**src/rtl/control_fsm_if.sv**
```systemverilog
// Handshake and control bus for the multi-cycle accumulator control FSM.
interface control_fsm_if;
  logic [3:0] opcode;
  logic       mem_ready;
  logic       acc_zero;
  logic       pc_write, ir_write, mem_read, mem_write, iord;
  logic       acc_write, acc_src, aluout_write;
  logic [1:0] alu_src_b;
  logic [2:0] alu_op;
  logic [1:0] pc_src;
  logic       halted, illegal;
  logic [3:0] state;

  modport master (
    output opcode, mem_ready, acc_zero,
    input  pc_write, ir_write, mem_read, mem_write, iord,
           acc_write, acc_src, aluout_write, alu_src_b, alu_op, pc_src,
           halted, illegal, state
  );

  modport slave (
    input  opcode, mem_ready, acc_zero,
    output pc_write, ir_write, mem_read, mem_write, iord,
           acc_write, acc_src, aluout_write, alu_src_b, alu_op, pc_src,
           halted, illegal, state
  );
endinterface

```
**src/rtl/control_fsm.sv**
```systemverilog
// Multi-cycle control FSM for a 4-bit-opcode accumulator CPU.
// Build option ILLEGAL_TRAP_EN: undefined opcodes halt instead of acting as NOPs.
module control_fsm (
  input  logic         clk,
  input  logic         reset,
  control_fsm_if.slave bus
);
  typedef enum logic [3:0] {
    FETCH  = 4'd0, DECODE = 4'd1, EXEC   = 4'd2, MEM_RD = 4'd3, MEM_WR = 4'd4,
    WB_ALU = 4'd5, BRANCH = 4'd6, JUMP   = 4'd7, HALT   = 4'd8, WB_MEM = 4'd9
  } state_t;

  state_t cur, nxt;
  logic   undef_op;

  assign undef_op = (bus.opcode >= 4'd9) && (bus.opcode <= 4'd14);

  always_ff @(posedge clk or posedge reset)
    if (reset) cur <= FETCH;
    else       cur <= nxt;

  always_comb begin
    nxt              = cur;
    bus.pc_write     = 1'b0;
    bus.ir_write     = 1'b0;
    bus.mem_read     = 1'b0;
    bus.mem_write    = 1'b0;
    bus.iord         = 1'b0;
    bus.acc_write    = 1'b0;
    bus.acc_src      = 1'b0;
    bus.aluout_write = 1'b0;
    bus.alu_src_b    = 2'd0;
    bus.alu_op       = 3'd0;
    bus.pc_src       = 2'd0;
    bus.halted       = 1'b0;
    bus.illegal      = 1'b0;
    bus.state        = cur;
    case (cur)
      FETCH: begin
        bus.mem_read = 1'b1;
        if (bus.mem_ready) begin
          bus.ir_write = 1'b1;
          bus.pc_write = 1'b1;
          nxt          = DECODE;
        end
      end
      DECODE: begin
        if (undef_op) begin
          bus.illegal = 1'b1;
`ifdef ILLEGAL_TRAP_EN
          nxt = HALT;
`else
          nxt = FETCH;
`endif
        end else begin
          case (bus.opcode)
            4'd4:    nxt = MEM_RD;
            4'd5:    nxt = MEM_WR;
            4'd7:    nxt = BRANCH;
            4'd8:    nxt = JUMP;
            4'd15:   nxt = HALT;
            default: nxt = EXEC;
          endcase
        end
      end
      EXEC: begin
        bus.aluout_write = 1'b1;
        // ADDI uses the immediate with ADD; register ops take the op from opcode[1:0]
        if (bus.opcode == 4'd6) bus.alu_src_b = 2'd1;
        else                    bus.alu_op    = {1'b0, bus.opcode[1:0]};
        nxt = WB_ALU;
      end
      WB_ALU: begin
        bus.acc_write = 1'b1;
        nxt           = FETCH;
      end
      MEM_RD: begin
        bus.mem_read = 1'b1;
        bus.iord     = 1'b1;
        if (bus.mem_ready) nxt = WB_MEM;
      end
      WB_MEM: begin
        bus.acc_write = 1'b1;
        bus.acc_src   = 1'b1;
        nxt           = FETCH;
      end
      MEM_WR: begin
        bus.mem_write = 1'b1;
        bus.iord      = 1'b1;
        if (bus.mem_ready) nxt = FETCH;
      end
      BRANCH: begin
        bus.pc_src   = 2'd1;
        bus.pc_write = bus.acc_zero;
        nxt          = FETCH;
      end
      JUMP: begin
        bus.pc_src   = 2'd2;
        bus.pc_write = 1'b1;
        nxt          = FETCH;
      end
      HALT: bus.halted = 1'b1;
      default: nxt = FETCH;
    endcase
  end
endmodule
```
**src/flat_wrapper.sv**
```systemverilog
// flat-port wrapper written by rule: the top's interface ports become plain ports
module control_fsm_flat 
  (clk, reset, bus_opcode, bus_mem_ready, bus_acc_zero, bus_pc_write, bus_ir_write, bus_mem_read, bus_mem_write, bus_iord, bus_acc_write, bus_acc_src, bus_aluout_write, bus_alu_src_b, bus_alu_op, bus_pc_src, bus_halted, bus_illegal, bus_state);
  control_fsm_if bus_i ();
  input  logic clk;
  input  logic reset;
  input wire logic [$bits(bus_i.opcode)-1:0] bus_opcode;
  input wire logic [$bits(bus_i.mem_ready)-1:0] bus_mem_ready;
  input wire logic [$bits(bus_i.acc_zero)-1:0] bus_acc_zero;
  output wire logic [$bits(bus_i.pc_write)-1:0] bus_pc_write;
  output wire logic [$bits(bus_i.ir_write)-1:0] bus_ir_write;
  output wire logic [$bits(bus_i.mem_read)-1:0] bus_mem_read;
  output wire logic [$bits(bus_i.mem_write)-1:0] bus_mem_write;
  output wire logic [$bits(bus_i.iord)-1:0] bus_iord;
  output wire logic [$bits(bus_i.acc_write)-1:0] bus_acc_write;
  output wire logic [$bits(bus_i.acc_src)-1:0] bus_acc_src;
  output wire logic [$bits(bus_i.aluout_write)-1:0] bus_aluout_write;
  output wire logic [$bits(bus_i.alu_src_b)-1:0] bus_alu_src_b;
  output wire logic [$bits(bus_i.alu_op)-1:0] bus_alu_op;
  output wire logic [$bits(bus_i.pc_src)-1:0] bus_pc_src;
  output wire logic [$bits(bus_i.halted)-1:0] bus_halted;
  output wire logic [$bits(bus_i.illegal)-1:0] bus_illegal;
  output wire logic [$bits(bus_i.state)-1:0] bus_state;
  assign bus_i.opcode = bus_opcode;
  assign bus_i.mem_ready = bus_mem_ready;
  assign bus_i.acc_zero = bus_acc_zero;
  assign bus_pc_write = bus_i.pc_write;
  assign bus_ir_write = bus_i.ir_write;
  assign bus_mem_read = bus_i.mem_read;
  assign bus_mem_write = bus_i.mem_write;
  assign bus_iord = bus_i.iord;
  assign bus_acc_write = bus_i.acc_write;
  assign bus_acc_src = bus_i.acc_src;
  assign bus_aluout_write = bus_i.aluout_write;
  assign bus_alu_src_b = bus_i.alu_src_b;
  assign bus_alu_op = bus_i.alu_op;
  assign bus_pc_src = bus_i.pc_src;
  assign bus_halted = bus_i.halted;
  assign bus_illegal = bus_i.illegal;
  assign bus_state = bus_i.state;
  control_fsm u_core (.clk(clk), .reset(reset), .bus(bus_i));
endmodule
```
**config.mk**
```make
export PLATFORM = sky130hd
export DESIGN_NAME = control_fsm_flat
export DESIGN_NICKNAME = d
export VERILOG_FILES = /design/src/rtl/control_fsm_if.sv /design/src/rtl/control_fsm.sv /design/src/flat_wrapper.sv
export SDC_FILE = /design/constraint.sdc
export NUM_CORES = 1
export LEC_CHECK = 0
export CAP_MARGIN = 10
export CELL_PAD_IN_SITES_DETAIL_PLACEMENT = 1
export CELL_PAD_IN_SITES_GLOBAL_PLACEMENT = 1
export CORE_MARGIN = 1.5
export CORE_UTILIZATION = 28
export CTS_BUF_LIST = sky130_fd_sc_hd__clkbuf_8
export CTS_CLUSTER_SIZE = 30
export DETAILED_ROUTE_END_ITERATION = 8
export PLACE_DENSITY = 0.87
export SETUP_SLACK_MARGIN = 0.1
export SLEW_MARGIN = 25
export SYNTH_ARGS = -nofsm -noshare
export SYNTH_HDL_FRONTEND = slang
export SYNTH_SLANG_ARGS = --single-unit
```
**constraint.sdc**
```tcl
create_clock -name clk -period 1.35 [get_ports clk]
set_input_delay 0.27 -clock clk [delete_from_list [all_inputs] [get_ports clk]]
set_output_delay 0.27 -clock clk [all_outputs]
set_load 0.05 [all_outputs]
```
==> results by group, run 1 <==
Outcome
  – Status: stopped before the end
  – Last flow stage reached: clock tree synthesis (4_1_cts)
  – Stop err: [ERROR DPL-0033] detailed placement checks failed during check placement.

Floorplanning
  – Die Y-Extent: 49.0 um
  – Initial Utilization: 29.9%
  – Std-Cell Rows: 16
  – I/O pin count: 29
  – Die width: 49.0 um

CTS
  – TritonCTS Sinks: 4
  – Setup repair bufs after CTS: 16
  – H-tree levels: 1
  – Root buffer cell: clkbuf_8
  – # resized after CTS: 36
  – Max Root-Sink Buffers: 2
  – Post-CTS Hold Buffers: 0
  – CTS Buf Count: 3

Synthesis
  – Post-synth EDFFs: 0
  – Ys async rst share: 100%
  – Sequential share of the synthesized area: 16.9%
  – Synth top cells by count: nor2_1, a21oi_1, nor3_1, buf_6
  – Post-synth top area share: 16.9%
  – Mapped Area: 592 sq um
  – Synth top area cells: dfrtp_1, buf_6, nor2_1
  – Distinct cells, synth: 35
  – Top-count cell post-synth: nor2_1
  – Yosys top cell by area: dfrtp_1
  – Most used DFF post-synth: dfrtp_1
  – Ys Warns: 0
  – #FFs+latches synth: 4
  – Mapped Cells: 77
  – Mean post-synth cell area: 7.69 sq um

Place
  – HPWL after DPL: 2550 um
  – DP Worst Slack: -500 ps
  – Global placer's final weighted congestion: 0.885
  – PortBufs: 26
[kinds of logic after synthesis]
kind of cell / count (synthesis) / synth area share [%]
other: 1 / 0.634
XOR/XNOR: 3 / 4.44
buffers and inverters: 12 / 17.8
flip-flops: 4 / 16.9
AND/OR/NAND/NOR: 40 / 40.0
AO/OA/AOI/OAI: 17 / 20.3
[through the flow]
stage          instance area (sq um)  hold slack [ps]  cells  utilization, %
3_5_place_dp                    1330              500    149            67.3
2_1_floorplan                    716             36.1     78               -
3_3_place_gp                    1330              457    149            67.3
==> run 2, diff against run 1 <==
==> config.mk (replaced) <==
export PLATFORM = sky130hd
export DESIGN_NAME = control_fsm_flat
export DESIGN_NICKNAME = d
export VERILOG_FILES = /design/src/rtl/control_fsm_if.sv /design/src/rtl/control_fsm.sv /design/src/flat_wrapper.sv
export SDC_FILE = /design/constraint.sdc
export NUM_CORES = 1
export LEC_CHECK = 0
export CAP_MARGIN = 10
export CORE_AREA = 2 2 63 65
export DETAILED_ROUTE_END_ITERATION = 8
export DIE_AREA = 0 0 65 67
export PLACE_DENSITY_LB_ADDON = 0.15
export SLEW_MARGIN = 25
export SYNTH_ARGS = -nofsm -noshare
export SYNTH_HDL_FRONTEND = slang
export SYNTH_SLANG_ARGS = --single-unit
==> run 2 against run 1 <==
Net effect: the flow now finishes, with violations (setup timing); synthesized cell count stayed put; area after synthesis stayed put.
==> results by group, run 2 <==
Drt
  – Routed Antenna Nets: 0
  – Drt pass-1 iters: 4
  – # DRC: 0
  – Via count: 815
  – Routed WL per cell: 11.0 um
  – Final WL: 2150 um
  – Via density: 4.18
  – Initial DRC Count: 24

Critical path
  – Slowest stage cell, crit path: dfrtp_2
  – CP peak stage delay: 410 ps
  – Worst setup SP type: register
  – CP required: 1080 ps
  – Crit path kind: register to output pin
  – Crit-path leading delay family: simple AND/OR/NAND/NOR gates
  – Critical-path maximum fanout: 3
  – CP endpoint kind: output pin
  – Crit path buf inv count: 1
  – Worst path cell trace: nor3b_2 > nand3b_1 > nor3b_4 > buf_12
  – Arr. time, crit path: 1460 ps

Pwr
  – VDD IR max: 0.000874 V
  – Clk pwr share: 7.0%
  – Internal power: 2080 uW
  – Sw Share: 44.4%
  – Combinational Power Share: 86.4%
  – PwrDens: 2190 nW/um^2
  – Reg power frac: 6.7%
  – Sw Pwr: 1660 uW
  – Tot Pwr: 3750 uW
  – LEAKAGE: 0.000711 uW

Outcome
  – Status: finished with violations
  – Violated checks: setup timing

Floorplanning
  – Die width: 65 um (+33%)
  – Die Y-Extent: 67 um (+37%)
  – Std-Cell Rows: 22 (+6)
  – Initial Utilization: 16.4% (-13 points)
  – DIE AREA: 4360 sq um
  – I/O pin count: 29 (unchanged)
  – Core Area: 3610 sq um

STA
  – Skew final: 7.05 ps
  – RSZ-0062 raised after global routing: true
  – Final period util: 128%
  – Fmax: 579 MHz
  – Fin. Hold Viols: 0
  – Final setup margin: -377 ps
  – Slew Viols, Final: 0
  – Final setup fails: 18
  – Post-route minimum period: 1730 ps
  – Hold_ws: 229 ps

Synthesis
  – Mapped Cells: 77 (unchanged)
  – Yosys top cell by area: dfrtp_1
  – #FFs+latches synth: 4 (unchanged)
  – Synth top area cells: dfrtp_1, buf_6, nor2_1
  – Ys Warns: 0 (unchanged)
  – Post-synth top area share: 16.9% (unchanged)
  – Most used DFF post-synth: dfrtp_1
  – Mapped Area: 592 sq um (unchanged)
  – Synth top cells by count: nor2_1, a21oi_1, nor3_1, buf_6
  – Distinct cells, synth: 35 (unchanged)
  – Top-count cell post-synth: nor2_1
  – Ys async rst share: 100% (unchanged)
  – Post-synth EDFFs: 0 (unchanged)
  – Mean post-synth cell area: 7.69 sq um (unchanged)
  – Sequential share of the synthesized area: 16.9% (unchanged)

CTS
  – Root buffer cell: clkbuf_8
  – Post-CTS Hold Buffers: 0 (unchanged)
  – Skew-Pair Late Insertion Delay: 220 ps
  – H-tree levels: 1 (unchanged)
  – Clk slew on worst S/H paths: 40 ps
  – TritonCTS clock tree: built
  – CTS Buf Count: 3 (unchanged)
  – Max Root-Sink Buffers: 2 (unchanged)
  – TritonCTS Sinks: 4 (unchanged)

Final layout
  – Layout cells sized above 1: 70.7%
  – Flip-flop and latch area: 105 sq um
  – Fillcell total: 348
  – Final Instance Count excl. Fillers: 195
  – Diodes inserted: 0
  – Largest register FFs: 4
  – Post-route cell area: 1710 sq um
  – Most common cell after layout, fill and taps aside: buf_4
  – Multi-input logic area: 594 sq um
  – Commonest cells after routing, fill and taps aside: buf_4, buf_12, buf_6
  – Layout area overhead: 189%
  – Nets: 157

Place
  – Placed cell count: 174 (+17%)
  – DP Worst Slack: -313 ps (+186 ps)
  – Global placer's final weighted congestion: 0.818 (-7.6%)
  – HPWL after DPL: 1510 um (-41%)
  – PortBufs: 26 (unchanged)
  – Dpl cell area: 1370 sq um (+2.3%)

Global routing
  – Grt ovf: 0
  – Initial antenna violation count: 0
  – Tot GR Track Use: 9.81%
  – Global-route wire length before repair: 3360 um
  – Pin count of the biggest net entering global routing: 10
  – Number of global-route vias before repair: 787

Flow run
  – Max Cap Viol: 0

Worst hold path
  – HP Class: primary input to asynchronous set/reset pin
==> run 2: cell counts after synthesis <==
Identical to the previous run, type by type.
==> run 2: path summary, 6_finish.rpt <==
check | start | end | slack [ps] | depth (start not counted)
setup / recovery | u_core.bus.state[2]$_DFFE_PP0P_ | bus_illegal | -380 | 4
hold reg to reg | u_core.bus.state[2]$_DFFE_PP0P_ | u_core.bus.state[1]$_DFFE_PP0P_ | 590 | 2
hold / removal | reset | u_core.bus.state[0]$_DFFE_PP0P_ | 230 | 2
setup reg to reg | u_core.bus.state[2]$_DFFE_PP0P_ | u_core.bus.state[2]$_DFFE_PP0P_ | -160 | 7
max in group asynchronous | reset | u_core.bus.state[3]$_DFFE_PP0P_ | 950 | 2
min in group clk | u_core.bus.state[2]$_DFFE_PP0P_ | u_core.bus.state[1]$_DFFE_PP0P_ | 590 | 2
==> run 2: logic make-up (layout without fill, tap and decap cells) <==
family,after synthesis,after routing,share of synthesized area (%)
XOR/XNOR,3,3,4.44
AO/OA/AOI/OAI,17,17,20.3
flip-flops,4,4,16.9
buffers and inverters,12,81,17.8
AND/OR/NAND/NOR,40,40,40.0
other,1,2,0.634
==> run 2: per-stage QoR <==
step / setup TNS [ps] / utilization, %
5_1_grt: -5800 / 47.4
4_1_cts: -5080 / 44.3
2_1_floorplan: -4750 / -
3_3_place_gp: -2710 / 37.9
3_5_place_dp: -2790 / 37.9
6_report: -4850 / 47.4
==> run 2: power by group through the flow <==
stage | clock [uW] | sequential [uW] | combinational (uW)
after detailed placement | 0 | 243 | 2570
after floorplan | 0 | 384 | 1350
after global placement | 0 | 246 | 2560
final | 260 | 251 | 3240
after CTS | 265 | 247 | 2980
after global routing | 277 | 259 | 3400
==> run 2: layout make-up <==
cell class / count / area share [%]
Multi-Input combinational cell: 62 / 34.7
Inverter: 3 / 0.658
Clock buffer: 3 / 2.41
Timing Repair Buffer: 75 / 52.5
Sequential cell: 4 / 6.14
Tap cell: 48 / 3.51
==> run 2: worst reg2reg max path, cell delays in order (launching register included) <==
cell,delay [ps]
dfrtp_2,410
buf_4,200
nor2b_4,150
buf_4,130
buf_4,100
nand3_1,70
o22a_1,210
nor3_2,150
==> run 2: timing repair <==
action / 4_1_cts / 5_1_grt
setup buffers: 9 / 14
pin swaps: 8 / 8
resized for setup: 30 / 14
setup endpoints to repair: 18 / 19
hold endpoints to repair: 0 / 0
==> run 2: routing by layer <==
layer  track usage (%)  routed length, um
met1              11.2                838
met2              17.9               1200
met3              1.69                 95
met5                 0                  0
met4              3.99                 17
No activity file was read; power rests on OpenSTA's default activity.
==> run 3, diff against run 2 <==
==> constraint.sdc (replaced) <==
create_clock -name clk -period 1.35 [get_ports clk]
set_input_delay 0.27 -clock clk [delete_from_list [all_inputs] [get_ports clk]]
set_output_delay 0.27 -clock clk [all_outputs]
set_load 0.1 [all_outputs]
==> run 3 against run 2 <==
Net effect: the flow still finishes with violations (setup timing); non-clock buffer count is 5 lower; worst hold slack better by 7.7 ps; power is 19% higher; clock skew is 3.2 ps higher; wire length is 4.1% higher; cell count is 2.6% lower; fmax is 5.7% lower; clock-buffer cell count stayed put; cell area is 1.8% higher; flip-flop and latch count stayed put; global-route usage is 0.69 points higher; first-iteration DRC count is 33% lower; largest cell class unchanged.
==> results by group, run 3 (synthesis results as in run 2) <==
Outcome
  – Status: finished with violations
  – Violated checks: setup timing

Critical path
  – Crit. Startpoint: u_core.bus.state[2]$_DFFE_PP0P_
  – Reg2reg path depth: 7 (unchanged)
  – Crit path kind: register to output pin
  – Arr. time, crit path: 1560 ps (+100 ps)
  – RR Endpoint: u_core.bus.state[2]$_DFFE_PP0P_
  – Crit-path leading delay family: flip-flops
  – Worst reg-to-reg setup slack: -180 ps (-20 ps)
  – Slowest stage cell, crit path: dfrtp_4
  – CP endpoint kind: output pin
  – CP required: 1080 ps (about the same)
  – Worst setup SP type: register
  – Crit path buf inv count: 2 (+1)
  – CP peak stage delay: 500 ps (+90 ps)
  – Worst path cell trace: buf_12 > nor2_4 > nand2_2 > o21a_1 > nor2_4 > buf_12
  – Critical-path maximum fanout: 7 (+4)
  – Reg2Reg Launch Point: u_core.bus.state[2]$_DFFE_PP0P_

CTS
  – TritonCTS clock tree: built
  – Clk slew on worst S/H paths: 40 ps (about the same)
  – TritonCTS Sinks: 4 (unchanged)
  – Root buffer cell: clkbuf_8
  – Max Root-Sink Buffers: 2 (unchanged)
  – H-tree levels: 1 (unchanged)
  – Skew-Pair Late Insertion Delay: 230 ps (about the same)
  – CTS Buf Count: 3 (unchanged)

Pwr
  – Reg power frac: 6.1% (-0.6 points)
  – Sw Pwr: 2310 uW (+39%)
  – LEAKAGE: 0.000702 uW (-1.3%)
  – Internal power: 2160 uW (+3.4%)
  – PwrDens: 2570 nW/um^2 (+17%)
  – Sw Share: 51.8% (+7.4 points)
  – Clk pwr share: 5.9% (-1.1 points)
  – Combinational Power Share: 88.0% (+1.6 points)
  – VDD IR max: 0.00116 V (+33%)

STA
  – Hold_ws: 237 ps (+7.71 ps)
  – Final period util: 136% (+7.8 points)
  – Final setup margin: -482 ps (-105 ps)
  – RSZ-0062 raised after global routing: true
  – Slew Viols, Final: 0 (unchanged)
  – Final setup fails: 19 (+1)
  – Post-route minimum period: 1830 ps (+105 ps)
  – Fmax: 546 MHz (-5.7%)
  – Fin. Hold Viols: 0 (unchanged)
  – Skew final: 10.2 ps (+3.17 ps)

Final layout
  – Final Instance Count excl. Fillers: 190 (-2.6%)
  – Commonest cells after routing, fill and taps aside: buf_4, buf_12, buf_6
  – Fillcell total: 340 (-2.3%)
  – Layout area overhead: 194%
  – Largest register FFs: 4 (unchanged)
  – Layout cells sized above 1: 73.2% (+2.5 points)
  – Nets: 152 (-3.2%)
  – Most common cell after layout, fill and taps aside: buf_4
  – Diodes inserted: 0 (unchanged)

Drt
  – Via count: 798 (-2.1%)
  – # DRC: 0 (unchanged)
  – Drt pass-1 iters: 4 (unchanged)
  – Final WL: 2240 um (+4.1%)
  – Routed Antenna Nets: 0 (unchanged)
  – Initial DRC Count: 16 (-33%)
  – Via density: 4.20 (+0.49%)
  – Routed WL per cell: 11.8 um (+6.9%)

Global routing
  – Grt ovf: 0 (unchanged)
  – Global-route wire length before repair: 3540 um (+5.3%)
  – Tot GR Track Use: 10.5% (+0.69 points)
  – Number of global-route vias before repair: 779 (-1.0%)
  – Initial antenna violation count: 0 (unchanged)
  – Pin count of the biggest net entering global routing: 11 (+1)

Floorplanning
  – Initial Utilization: 16.4% (unchanged)
  – Die Y-Extent: 67 um (unchanged)
  – DIE AREA: 4360 sq um (unchanged)
  – I/O pin count: 29 (unchanged)
  – Std-Cell Rows: 22 (unchanged)
  – Core Area: 3610 sq um (unchanged)
  – Die width: 65 um (unchanged)

Place
  – DP Worst Slack: -372 ps (-58.9 ps)
  – HPWL after DPL: 1660 um (+9.8%)
  – Global placer's final weighted congestion: 0.792 (-3.1%)
  – Placed cell count: 177 (+1.7%)
  – PortBufs: 26 (unchanged)

Worst hold path
  – HP Class: primary input to asynchronous set/reset pin

Flow run
  – Max Cap Viol: 0 (unchanged)
run 3: cell count changes in the layout (fill, tap and decap cells not counted), sizes merged:
cell	delta
buf	-5
clkdlybuf4s50	+1
dlygate4sd2	-1
run 3: worst max-delay path by stage:
stage / endpoint / slack (ps) / cells after the start
6_report: bus_pc_write / -480 / 6
5_1_grt: bus_illegal / -540 / 4
4_1_cts: bus_illegal / -500 / 4
3_5_place_dp: u_core.bus.state[2]$_DFFE_PP0P_ / -370 / 6
3_3_place_gp: bus_illegal / -340 / 5
2_1_floorplan: bus_alu_src_b[0] / -1300 / 4
run 3: power by group through the flow:
stage                     sequential, uW  combinational, uW  clock [uW]
final                                273               3930         263
after global routing                 281               4100         280
after CTS                            298               3640         264
after floorplan                      571               1830           0
after detailed placement             282               3330           0
after global placement               286               3320           0
run 3: what timing repair did:
item	4_1_cts	5_1_grt
endpoints found under the setup margin	18	20
pin swaps	15	10
setup buffers	5	11
resized for setup	27	21
hold buffers	0	0
run 3: final cells by class:
type	instances	area, sq um	share of cell area, %
clock buffers	3	41.3	2.37
well taps	48	60.1	3.45
multi-input cells	62	621	35.6
repair buffers	70	893	51.3
flip-flops and latches	4	115	6.61
inverters	3	11.3	0.647
run 3: worst register-to-register path, delay by kind of cell (launching register included):
kind            cells  cell delay (ps)
compound gates      1              200
buf+inv             3              360
flops               1              500
simple gates        3              370
run 3: per-layer routing:
metal | global-route usage, % | part of all wire (%) | up-vias
li1 | - | - | 397
met1 | 12.0 | 36 | 368
met2 | 19.5 | 56 | 29
met3 | 1.18 | 6.3 | 4
met4 | 4.79 | 1.6 | 0
met5 | 0 | 0 | -
run 3: per-stage QoR:
stage | utilization (%) | TNS (ps) | instance area, sq um | total power [uW]
2_1_floorplan | - | -10810 | 731 | 2400
3_3_place_gp | 39.6 | -3980 | 1430 | 3600
3_5_place_dp | 39.6 | -4030 | 1430 | 3610
4_1_cts | 44.8 | -5950 | 1610 | 4210
5_1_grt | 48.3 | -7270 | 1740 | 4660
6_report | 48.3 | -6380 | 1740 | 4470
==> run 4, diff against run 3 <==
--- a/config.mk
+++ b/config.mk
@@ -9,6 +9,7 @@
 export CORE_AREA = 2 2 63 65
 export DETAILED_ROUTE_END_ITERATION = 8
 export DIE_AREA = 0 0 65 67
+export MAX_ROUTING_LAYER = met4
 export PLACE_DENSITY_LB_ADDON = 0.15
 export SLEW_MARGIN = 25
 export SYNTH_ARGS = -nofsm -noshare
==> run 4 against run 3 <==
Net effect: the flow still finishes with violations (setup timing); clock-buffer cell count stayed put; worst hold slack better by 1.2 ps; via count is 0.63% lower; power hardly changed; sequential power hardly changed; critical path type unchanged; critical endpoint unchanged.
==> results by group, run 4 (synthesis results as in run 2) <==
Outcome
  – Status: finished with violations
  – Violated checks: setup timing

Critical path
  – Reg2reg path depth: 7 (unchanged)
  – CP required: 1080 ps (about the same)
  – Worst path cell trace: buf_12 > nor2_4 > nand2_2 > o21a_1 > nor2_4 > buf_12
  – Levels on crit path: 6 (unchanged)
  – Slowest stage cell, crit path: dfrtp_4
  – Crit-path leading delay family: flip-flops
  – Arr. time, crit path: 1560 ps (about the same)
  – Critical-path maximum fanout: 7 (unchanged)
  – Crit path kind: register to output pin
  – CP endpoint kind: output pin
  – Crit path buf inv count: 2 (unchanged)
  – Worst setup SP type: register
  – CP peak stage delay: 500 ps (about the same)
  – Worst reg-to-reg setup slack: -180 ps (about the same)

STA
  – Fin. Hold Viols: 0 (unchanged)
  – Setup TNS: -6360 ps (+13.0 ps)
  – Fmax: 546 MHz (about the same)
  – RSZ-0062 raised after global routing: true
  – Skew final: 9.24 ps (-0.983 ps)
  – Slew Viols, Final: 0 (unchanged)
  – Final setup margin: -481 ps (+1.41 ps)
  – Final setup fails: 19 (unchanged)
  – Post-route minimum period: 1830 ps (-1.41 ps)
  – Final period util: 136% (about the same)

Drt
  – Routed WL per cell: 11.9 um (+0.89%)
  – Routed Antenna Nets: 0 (unchanged)
  – Via density: 4.17 (-0.63%)
  – Initial DRC Count: 16 (unchanged)
  – # DRC: 0 (unchanged)
  – Drt pass-1 iters: 4 (unchanged)
  – Via count: 793 (-0.63%)
  – Final WL: 2260 um (+0.89%)

CTS
  – Clk slew on worst S/H paths: 40 ps (about the same)
  – TritonCTS Sinks: 4 (unchanged)
  – H-tree levels: 1 (unchanged)
  – Post-CTS Hold Buffers: 0 (unchanged)
  – Skew-Pair Late Insertion Delay: 220 ps (about the same)
  – CTS Buf Count: 3 (unchanged)
  – Max Root-Sink Buffers: 2 (unchanged)
  – TritonCTS clock tree: built
  – Root buffer cell: clkbuf_8

Pwr
  – LEAKAGE: 0.000702 uW (unchanged)
  – PwrDens: 2570 nW/um^2 (about the same)
  – VDD IR max: 0.00116 V (+0.12%)

Final layout
  – Largest register FFs: 4 (unchanged)
  – Layout area overhead: 194% (unchanged)
  – Nets: 152 (unchanged)
  – Layout cells sized above 1: 73.2% (unchanged)
  – Diodes inserted: 0 (unchanged)
  – Most common cell after layout, fill and taps aside: buf_4
  – Commonest cells after routing, fill and taps aside: buf_4, buf_12, buf_6

Floorplanning
  – DIE AREA: 4360 sq um (unchanged)
  – Core Area: 3610 sq um (unchanged)
  – Initial Utilization: 16.4% (unchanged)
  – Std-Cell Rows: 22 (unchanged)
  – Die Y-Extent: 67 um (unchanged)
  – I/O pin count: 29 (unchanged)
  – Die width: 65 um (unchanged)

Global routing
  – Number of global-route vias before repair: 779 (unchanged)
  – Pin count of the biggest net entering global routing: 11 (unchanged)
  – Tot GR Track Use: 10.8% (+0.28 points)
  – Initial antenna violation count: 0 (unchanged)
  – Global-route wire length before repair: 3540 um (unchanged)
  – Grt ovf: 0 (unchanged)

Place
  – PortBufs: 26 (unchanged)
  – Global placer's final weighted congestion: 0.803 (+1.4%)
  – HPWL after DPL: 1660 um (unchanged)
  – DP Worst Slack: -372 ps (unchanged)

Flow run
  – Max Cap Viol: 0 (unchanged)

Worst hold path
  – HP Class: primary input to asynchronous set/reset pin
==> run 4: layout make-up <==
| type | instances | area, sq um |
|---|---|---|
| clock buffers | 3 | 41.3 |
| fillers | 340 | 1860 |
| inverters | 3 | 11.3 |
| multi-input cells | 62 | 621 |
| flip-flops and latches | 4 | 115 |
| well taps | 48 | 60.1 |
| repair buffers | 70 | 893 |
==> run 4: timing repair <==
action                                  4_1_cts  5_1_grt
buffers inserted                              5       11
pin swaps                                    15       10
endpoints found under the setup margin       18       20
gates resized for setup                      27       21
==> run 4: routing by layer <==
layer  vias up  wire, um  track usage, %  part of all wire, %
li1        398         -               -                    -
met1       367       850            12.0                   38
met2        24      1260            19.5                   56
met3         4       118            1.18                  5.2
met4         0        34            4.79                  1.5
met5         -         0               -                    0
==> run 4: stage by stage <==
step / hold slack, ps / std cells / cell area (sq um) / power [uW] / utilization (%)
floorplan: 36.2 / 78 / 731 / 2400 / -
global placement: 463 / 177 / 1430 / 3600 / 39.6
detailed placement: 481 / 177 / 1430 / 3610 / 39.6
CTS: 241 / 183 / 1610 / 4210 / 44.8
global route: 265 / 190 / 1740 / 4660 / 48.3
finish: 238 / 190 / 1740 / 4470 / 48.3
==> run 4: path summary, 6_finish.rpt <==
| kind | startpoint | endpoint |
|---|---|---|
| setup / recovery | u_core.bus.state[2]$_DFFE_PP0P_ | bus_pc_write |
| hold / removal | reset | u_core.bus.state[2]$_DFFE_PP0P_ |
| setup reg to reg | u_core.bus.state[2]$_DFFE_PP0P_ | u_core.bus.state[2]$_DFFE_PP0P_ |
| hold reg to reg | u_core.bus.state[2]$_DFFE_PP0P_ | u_core.bus.state[0]$_DFFE_PP0P_ |
| max in group asynchronous | reset | u_core.bus.state[3]$_DFFE_PP0P_ |
| min in group clk | u_core.bus.state[2]$_DFFE_PP0P_ | u_core.bus.state[0]$_DFFE_PP0P_ |
==> run 4: report_power, final <==
group | internal [uW] | total [uW] | switching, uW | leakage [uW]
clock network | 191 | 261 | 70.3 | 0.0000216
registers | 194 | 273 | 79.6 | 0.0000462
logic | 1770 | 3940 | 2170 | 0.000635
